[src/rtl/vec_logger.sv]
// Self-test response logger: captures {A,B,Y} tuples with a mismatch flag,
// then streams them out over a valid/ready port in capture order.
module vec_logger #(
  parameter  int AW    = 8,
  parameter  int BW    = 4,
  parameter  int YW    = 8,
  parameter  int DEPTH = 16,
  localparam int RW    = AW + BW + YW + 1,
  localparam int CW    = $clog2(DEPTH + 1)
) (
  input  logic          clk,
  input  logic          reset,
  input  logic          start,
  input  logic          stop,
  input  logic          cap_en,
  input  logic [AW-1:0] a_in,
  input  logic [BW-1:0] b_in,
  input  logic [YW-1:0] y_in,
  input  logic [YW-1:0] y_exp,
  output logic          rd_valid,
  input  logic          rd_ready,
  output logic [RW-1:0] rd_data,
  output logic          rd_last,
  output logic [CW-1:0] count,
  output logic [15:0]   err_count,
  output logic          busy,
  output logic          done
);

  localparam int IW = $clog2(DEPTH);
  localparam logic [CW-1:0] LAST_SLOT = CW'(DEPTH - 1);

  typedef enum logic [1:0] {
    ST_IDLE,
    ST_CAPTURE,
    ST_DRAIN,
    ST_DONE
  } state_t;

  state_t        state_q;
  state_t        state_d;
  logic [RW-1:0] mem [DEPTH];
  logic [CW-1:0] rd_ptr;
  logic [CW-1:0] rd_nxt;
  logic          mm;
  logic          capture;

  assign mm      = (y_in != y_exp);
  assign capture = (state_q == ST_CAPTURE) && cap_en;
  assign rd_nxt  = rd_ptr + CW'(1);

  always_ff @(posedge clk or negedge reset) begin
    if (!reset) state_q <= ST_IDLE;
    else        state_q <= state_d;
  end

  always_comb begin
    state_d = state_q;
    busy    = 1'b0;
    done    = 1'b0;
    case (state_q)
      ST_IDLE, ST_DONE: begin
        if (start) state_d = ST_CAPTURE;
      end
      ST_CAPTURE: begin
        if (cap_en && count == LAST_SLOT)
          state_d = ST_DRAIN;
        else if (stop)
          state_d = (cap_en || count != '0) ? ST_DRAIN : ST_DONE;
      end
      ST_DRAIN: begin
        if (rd_valid && rd_ready && rd_last) state_d = ST_DONE;
      end
      default: state_d = ST_IDLE;
    endcase
    busy = (state_q == ST_CAPTURE) || (state_q == ST_DRAIN);
    done = (state_q == ST_DONE);
  end

  // count doubles as the write pointer: it never reaches DEPTH while capturing
  always_ff @(posedge clk) begin
    if (capture) mem[count[IW-1:0]] <= {mm, a_in, b_in, y_in};
  end

  always_ff @(posedge clk or negedge reset) begin
    if (!reset) begin
      count     <= '0;
      err_count <= '0;
      rd_ptr    <= '0;
      rd_valid  <= 1'b0;
      rd_last   <= 1'b0;
      rd_data   <= '0;
    end else begin
      case (state_q)
        ST_IDLE, ST_DONE: begin
          if (start) begin
            count     <= '0;
            err_count <= '0;
            rd_ptr    <= '0;
          end
        end
        ST_CAPTURE: begin
          if (cap_en) begin
            count <= count + CW'(1);
            if (mm && err_count != '1) err_count <= err_count + 16'd1;
          end
        end
        ST_DRAIN: begin
          // Output stage is registered: the first record is loaded on the
          // cycle after entry, then refilled back-to-back on each transfer.
          if (!rd_valid) begin
            rd_valid <= 1'b1;
            rd_data  <= mem[rd_ptr[IW-1:0]];
            rd_last  <= (rd_ptr == count - CW'(1));
          end else if (rd_ready) begin
            if (rd_last) begin
              rd_valid <= 1'b0;
              rd_last  <= 1'b0;
            end else begin
              rd_ptr  <= rd_nxt;
              rd_data <= mem[rd_nxt[IW-1:0]];
              rd_last <= (rd_nxt == count - CW'(1));
            end
          end
        end
        default: ;
      endcase
    end
  end

endmodule
[config.mk]
export PLATFORM = sky130hd
export DESIGN_NAME = vec_logger
export DESIGN_NICKNAME = d
export VERILOG_FILES = /design/src/rtl/vec_logger.sv
export SDC_FILE = /design/constraint.sdc
export NUM_CORES = 1
export LEC_CHECK = 0
export ABC_AREA = 1
export CAP_MARGIN = 20
export CELL_PAD_IN_SITES_DETAIL_PLACEMENT = 0
export CELL_PAD_IN_SITES_GLOBAL_PLACEMENT = 1
export CORE_MARGIN = 5
export CORE_UTILIZATION = 47
export CTS_CLUSTER_SIZE = 30
export DETAILED_ROUTE_END_ITERATION = 10
export PLACE_DENSITY = 0.79
export SLEW_MARGIN = 40
export SYNTH_ARGS = -nofsm -noshare
export SYNTH_HDL_FRONTEND = slang
export SYNTH_SLANG_ARGS = --single-unit
[constraint.sdc]
create_clock -name clk -period 2.65 [get_ports clk]
set_input_delay 0.53 -clock clk [delete_from_list [all_inputs] [get_ports clk]]
set_output_delay 0.53 -clock clk [all_outputs]
set_load 0.03 [all_outputs]
==> qor.yml, run 1 <==
status: "completed"
routed-wl-met3_mm: 4.59
holdPathStages: 2
grt_pass1_wl_mm: 96.3
synth_mux_area_frac: 0
cts_setup_buffers: 0
cp.required_ns: 2.12
fin_ws_ns: 0.267
clockBufferDepth: 3
cp-start-kind: "flip-flop"
syn_area_um2: 20700
die_w_um: 220
rows: 76
fin_setup_tns_ns: 0
cts_sinks: 387
die_y_um: 220
cts-root-buf: "clkbuf_16"
wl_met1_mm: 25.9
io_buffers: 79
route.met2.wl_mm: 29.8
synthAdderAreaFrac: 0.00666
synth_flop_cell: "edfxtp_1"
antenna_found_initial: 0
nets: 2601
rsz0062_at_grt: "no"
final.period_utilization: 0.899
end_kind: "output pin"
synth_cell_type_count: 32
fillers: 3863
clock_latency_ns: 0.57
layout_min_cycle_time_ns: 2.38
drt_iter0_drc: 2076
ios: 80
synthXorXnorAreaFrac: 0.0113
worst_ep_arrival_time_ns: 1.85
route.detailed.drc: 0
mostFrequentLayoutCells: "798 x nand2_1, 646 x nand3_1, 344 x inv_1"
synth_nets: 2551
numCtsBuffers: 43
synth_top_area_frac: 0.488
routed.top_layer: "met4"
clk_pin_slew_ns: 0.06
synth_top_family_by_area: "simple AND/OR/NAND/NOR gates"
maxCapViolations: 0
synthSimpleGateAreaFrac: 0.316
ys_ff_latch: 387
synth-compound-area-share: 0.0197
yosysSeqAreaShare: 0.550
synthTopCellsByArea: "edfxtp_1 49%, nand3_1 16%, nand2_1 14%, inv_1 6.3%, dfrtp_1 6.2%"
layout.cells.most_common: "nand2_1"
whs_endpoint: "rd_data[2]"
wirelength_mm: 62.1
tightestPinTransition_ns: 0.765
yosysTopAreaCell: "edfxtp_1"
diodes: 0
placed_area_um2: 22600
crit_path_frequent_cell: "inv_1"
worstSetupPathType: "flip-flop to output pin"
syn_area_per_cell_um2: 8.24
timing.fmax_mhz: 420
yosys_warnings: 0
netlist_instances: 2506
hold_class: "flip-flop to flip-flop"
path_max_fanout: 3
design.die.area_um2: 48300
tritoncts: "built"
r2r_cells: 9
r2r-start: "rd_ptr[0]"
p_leak_nw: 10.3
vias_per_cell: 5.47
setup_viol: 0
cp_slowest_stage_delay_ns: 0.41
antenna_left: 0
cpMaxStageDelayCell: "dlygate4sd2_1"
finalHoldViolations: 0
hp-start: "rd_data[2]"
grt_overflow: 0
irDropWorstVdd_mv: 0.692
async_reset_ff_frac: 0.132
r2r_end: "rd_data[19]"
grt_usage: 0.258
clock_skew_ns: 0.0218
initial_core_util: 0.478
drt-wirelength-per-cell_um: 19.6
dp_hpwl_mm: 37.3
vias: 17400
r2r_setup_slack_ns: 0.39
synth_edf_count: 336
pre_cts_ws_ns: 0.157
gp_congestion: 0.837
slew-limit-headroom: 0.488
htreeDepth: 2
grt_max_degree: 209
fin_area_um2: 24100
core_area_um2: 43300
syn_to_final_growth_pct: 16.9
dr.pass1.iters: 8
power_density_nw_per_um2: 864
post_route_cells_drive_above_1_share: 0.0710
path_cells: "inv_1, ha_1, inv_1, dlygate4sd2_1"
grt_pass1_vias: 16900
report.final.slew_viol_count: 0
[synthesized netlist by cell type, drive strengths merged (11+ instances only)]
| master | count |
|---|---|
| xnor2 | 16 |
| buf | 90 |
| nand2 | 800 |
| o21ai | 26 |
| edfxtp | 336 |
| nor2 | 62 |
| inv | 349 |
| dfrtp | 51 |
| clkbuf | 63 |
| nand3 | 646 |
| o211ai | 21 |
| ha | 11 |
[worst max-delay path, delay by kind of cell (launching register included)]
family | cells | cell delay [ns]
adder cells (fa/ha/maj) | 1 | 0.32
buffers and inverters | 3 | 0.59
flip-flops | 1 | 0.38
[final cells by class]
class	instances	area [um2]	share of cell area
well taps	585	732	0.0303
inverters	349	1320	0.0547
repair buffers	158	1740	0.0720
clock buffers	53	1140	0.0474
clock inverters	26	335	0.0139
flip-flops and latches	387	11400	0.471
multi-input cells	1617	7500	0.310
[where the power goes]
| part | internal (mW) | switching [mW] | total, mW |
|---|---|---|---|
| sequential | 7.06 | 0.256 | 7.32 |
| clock | 3.77 | 2.49 | 6.26 |
| combinational | 2.32 | 4.95 | 7.27 |
| total | 13.2 | 7.69 | 20.9 |
[state kept, by name, summed over array words and instances, names as in the netlist]
signal and count:
count 5, err_count 16, mem 336, rd_data 21, rd_last 1, rd_ptr 5, rd_valid 1, state_q 2
[logic make-up after synthesis]
| family | Yosys count |
|---|---|
| and+or+nand+nor | 1516 |
| buffers and inverters | 502 |
| adders and majority gates | 11 |
| xor gates and xnor gates | 25 |
| AOI/OAI and AO/OA | 65 |
| DFF | 387 |
[how the worst max path moves through the flow]
stage	depth (start not counted)	startpoint	endpoint	slack, ns
2_1_floorplan	4	count[0]	mem[0][0]	0.33
3_3_place_gp	10	y_in[1]	err_count[15]	0.15
3_5_place_dp	10	y_in[1]	err_count[15]	0.16
4_1_cts	4	state_q[0]	busy	0.23
5_1_grt	4	state_q[0]	busy	0.16
6_report	4	state_q[0]	busy	0.27
[through the flow]
stage / hold slack (ns) / utilization / std cells / power [mW]
5_1_grt: 0.514 / 0.558 / 3175 / 22.0
6_report: 0.476 / 0.558 / 3175 / 20.9
3_3_place_gp: 0.463 / 0.523 / 3094 / 14.6
3_5_place_dp: 0.466 / 0.523 / 3094 / 14.7
2_1_floorplan: 0.234 / - / 2506 / 12.1
4_1_cts: 0.469 / 0.557 / 3174 / 20.9
[what timing repair did]
| action | 4_1_cts | 5_1_grt |
|---|---|---|
| endpoints found under the hold margin | 18 | 0 |
| gates resized for setup | 1 | 0 |
| hold buffers | 1 | 0 |
| endpoints found under the setup margin | 1 | 0 |
[metal layers]
metal,GRT usage,up-vias
met3,0.0327,127
met2,0.429,713
met1,0.353,8235
met5,0,-
li1,-,8296
met4,0.0915,0
Power figures use the tool's default switching activity.
==> run 2, diff against run 1 <==
==> constraint.sdc (replaced) <==
create_clock -name clk -period 2.29 [get_ports clk]
set_input_delay 0.458 -clock clk [delete_from_list [all_inputs] [get_ports clk]]
set_output_delay 0.458 -clock clk [all_outputs]
set_load 0.03 [all_outputs]
==> run 2 against run 1 <==
Net effect:
- register-to-register slack worse by 0.23 ns
- global-route usage up 0.26 points
- final cell count up 0.69%
==> qor.yml, run 2 (synthesis gave the netlist of run 1 again) <==
layout_min_cycle_time_ns: 2.25
power_mw: 24.1  # +16%
core_area_um2: 43300  # unchanged
cp-start-kind: "flip-flop"
r2r_cells: 11  # +2
crit_buf_inv: 1  # -2
fin_ws_ns: 0.0374  # -0.230 ns
worst_ep_arrival_time_ns: 1.79  # -0.06 ns
ios: 80  # unchanged
met2_usage: 0.430  # +0.00124
r2r-start: "rd_ptr[0]"
numCtsBuffers: 45  # +4.7%
clock_skew_ns: 0.0150  # -0.00681 ns
p_leak_nw: 10.5  # +2.0%
r2r_end: "rd_data[15]"
htreeDepth: 2  # unchanged
timing.fmax_mhz: 444
initial_core_util: 0.478  # unchanged
die_y_um: 220  # unchanged
fin_util: 0.564  # +0.00607
grt_overflow: 0  # unchanged
fillers: 3803  # -1.6%
maxCapViolations: 0  # unchanged
grt_use_met1: 0.339  # -0.0135
rsz0062_at_grt: "no"
worstSetupPathType: "flip-flop to output pin"
io_buffers: 79  # unchanged
gr-max-usage-layer: "met2"
cp.required_ns: 1.83  # -0.29 ns
syn_to_final_growth_pct: 18.1
report.final.slew_viol_count: 0  # unchanged
slew-limit-headroom: 0.396  # -0.0925
grt_usage: 0.261  # +0.00263
hold_class: "input pin to asynchronous set/reset pin"
design.die.area_um2: 48300  # unchanged
pre_cts_ws_ns: -0.0617  # -0.218 ns
diodes: 0  # unchanged
route.detailed.drc: 0  # unchanged
drt_iter0_drc: 1658  # -20%
path_cells: "clkdlybuf4s50_1"
use_met3: 0.0449  # +0.0122
clockBufferDepth: 3  # unchanged
die_w_um: 220  # unchanged
wirelength_mm: 63.1  # +1.6%
fin_setup_tns_ns: 0  # unchanged
r2r_setup_slack_ns: 0.16  # -0.23 ns
finalHoldViolations: 0  # unchanged
vias: 17500  # +1.0%
grt_pass1_vias: 17100  # +1.1%
setup_viol: 0  # unchanged
mostFrequentLayoutCells: "798 x nand2_1, 646 x nand3_1, 344 x inv_1"
grt_max_degree: 200  # -4.3%
clk_pin_slew_ns: 0.06  # about the same
grt_pass1_wl_mm: 96.7  # +0.42%
dp_hpwl_mm: 38.6  # +3.3%
cp_slowest_stage_delay_ns: 0.76  # +0.35 ns
cpMaxStageDelayCell: "clkdlybuf4s50_1"
tightestPinTransition_ns: 0.907  # +0.141 ns
clock_latency_ns: 0.56  # about the same
layout.cells.most_common: "nand2_1"
crit_family: "buffers and inverters"
gp_congestion: 0.832  # -0.59%
dr.pass1.iters: 6  # -2
cts_sinks: 387  # unchanged
drt-wirelength-per-cell_um: 19.7  # +0.88%
vias_per_cell: 5.49  # +0.30%
power_density_nw_per_um2: 987  # +14%
status: "completed"
cts-root-buf: "clkbuf_16"
tritoncts: "built"
post_route_cells_drive_above_1_share: 0.0762  # +0.00514
irDropWorstVdd_mv: 0.701  # +1.3%
antenna_left: 0  # unchanged
path_max_fanout: 5  # +2
final.period_utilization: 0.984
largest_register_ffs: 336  # unchanged
end_kind: "output pin"
nets: 2623  # +0.85%
rows: 76  # unchanged
antenna_found_initial: 0  # unchanged
## run 2: changes by cell type in the layout (fill, tap and decap cells not counted), moves of 4 or more
cell             previous run  this run
buf_12                     27        41
buf_4                      50        57
clkinvlp_4                  7         0
clkinv_1                    2         7
clkbuf_8                    1         5
clkdlybuf4s50_1            76        72
## run 2: worst max-delay path by stage
stage | start | cells after the start | endpoint
2_1_floorplan | count[0] | 4 | mem[0][0]
3_3_place_gp | y_in[3] | 11 | err_count[15]
3_5_place_dp | y_in[3] | 11 | err_count[0]
4_1_cts | err_count[2] | 1 | err_count[2]
5_1_grt | count[0] | 1 | count[0]
6_report | err_count[2] | 1 | err_count[2]
## run 2: worst reg2reg max path: cells and delay by family (launching register included)
kind                   cells  cell delay [ns]
buffers and inverters      4             0.90
AND/OR/NAND/NOR            7             0.61
flip-flops                 1             0.51
## run 2: timing repair
| action | 4_1_cts | 5_1_grt |
|---|---|---|
| gates resized for setup | 4 | 5 |
| setup endpoints to repair | 2 | 4 |
| hold buffers | 1 | 0 |
| setup buffers | 0 | 0 |
| hold endpoints to repair | 51 | 0 |
## run 2: metal layers
| layer | wire length, um | vias to the layer above |
|---|---|---|
| li1 | - | 8328 |
| met1 | 25900 | 8298 |
| met2 | 29400 | 743 |
| met3 | 4960 | 175 |
| met4 | 2840 | 0 |
| met5 | 0 | - |
## run 2: stage by stage
step / cells / instance area, um2 / hold WS, ns
2_1_floorplan: 2506 / 20700 / 0.162
3_3_place_gp: 3115 / 23000 / 0.464
3_5_place_dp: 3115 / 23000 / 0.466
4_1_cts: 3197 / 24400 / 0.428
5_1_grt: 3197 / 24400 / 0.488
6_report: 3197 / 24400 / 0.436
## run 2: final cells by class
class / instances / area, um2 / area share
Multi-Input combinational cell: 1617 / 7500 / 0.307
Sequential cell: 387 / 11400 / 0.466
Inverter: 349 / 1320 / 0.0541
Timing Repair Buffer: 178 / 2050 / 0.0839
Tap cell: 585 / 732 / 0.0300
Clock inverter: 20 / 199 / 0.00815
Clock buffer: 61 / 1240 / 0.0507
## run 2: where the power goes
part | leakage, nW | switching, mW | internal [mW] | total, mW
registers | 3.70 | 0.283 | 8.17 | 8.46
clock network | 0.707 | 2.82 | 4.22 | 7.04
logic | 6.06 | 5.79 | 2.81 | 8.60
==> run 3, diff against run 2 <==
--- a/config.mk
+++ b/config.mk
@@ -11,7 +11,7 @@
 export CELL_PAD_IN_SITES_GLOBAL_PLACEMENT = 1
 export CORE_MARGIN = 5
 export CORE_UTILIZATION = 47
-export CTS_CLUSTER_SIZE = 30
+export CTS_CLUSTER_SIZE = 16
 export DETAILED_ROUTE_END_ITERATION = 10
 export PLACE_DENSITY = 0.79
 export SLEW_MARGIN = 40
==> results of run 3 <==
Same layout as run 2: the final DEF is identical, and so are final timing and power.
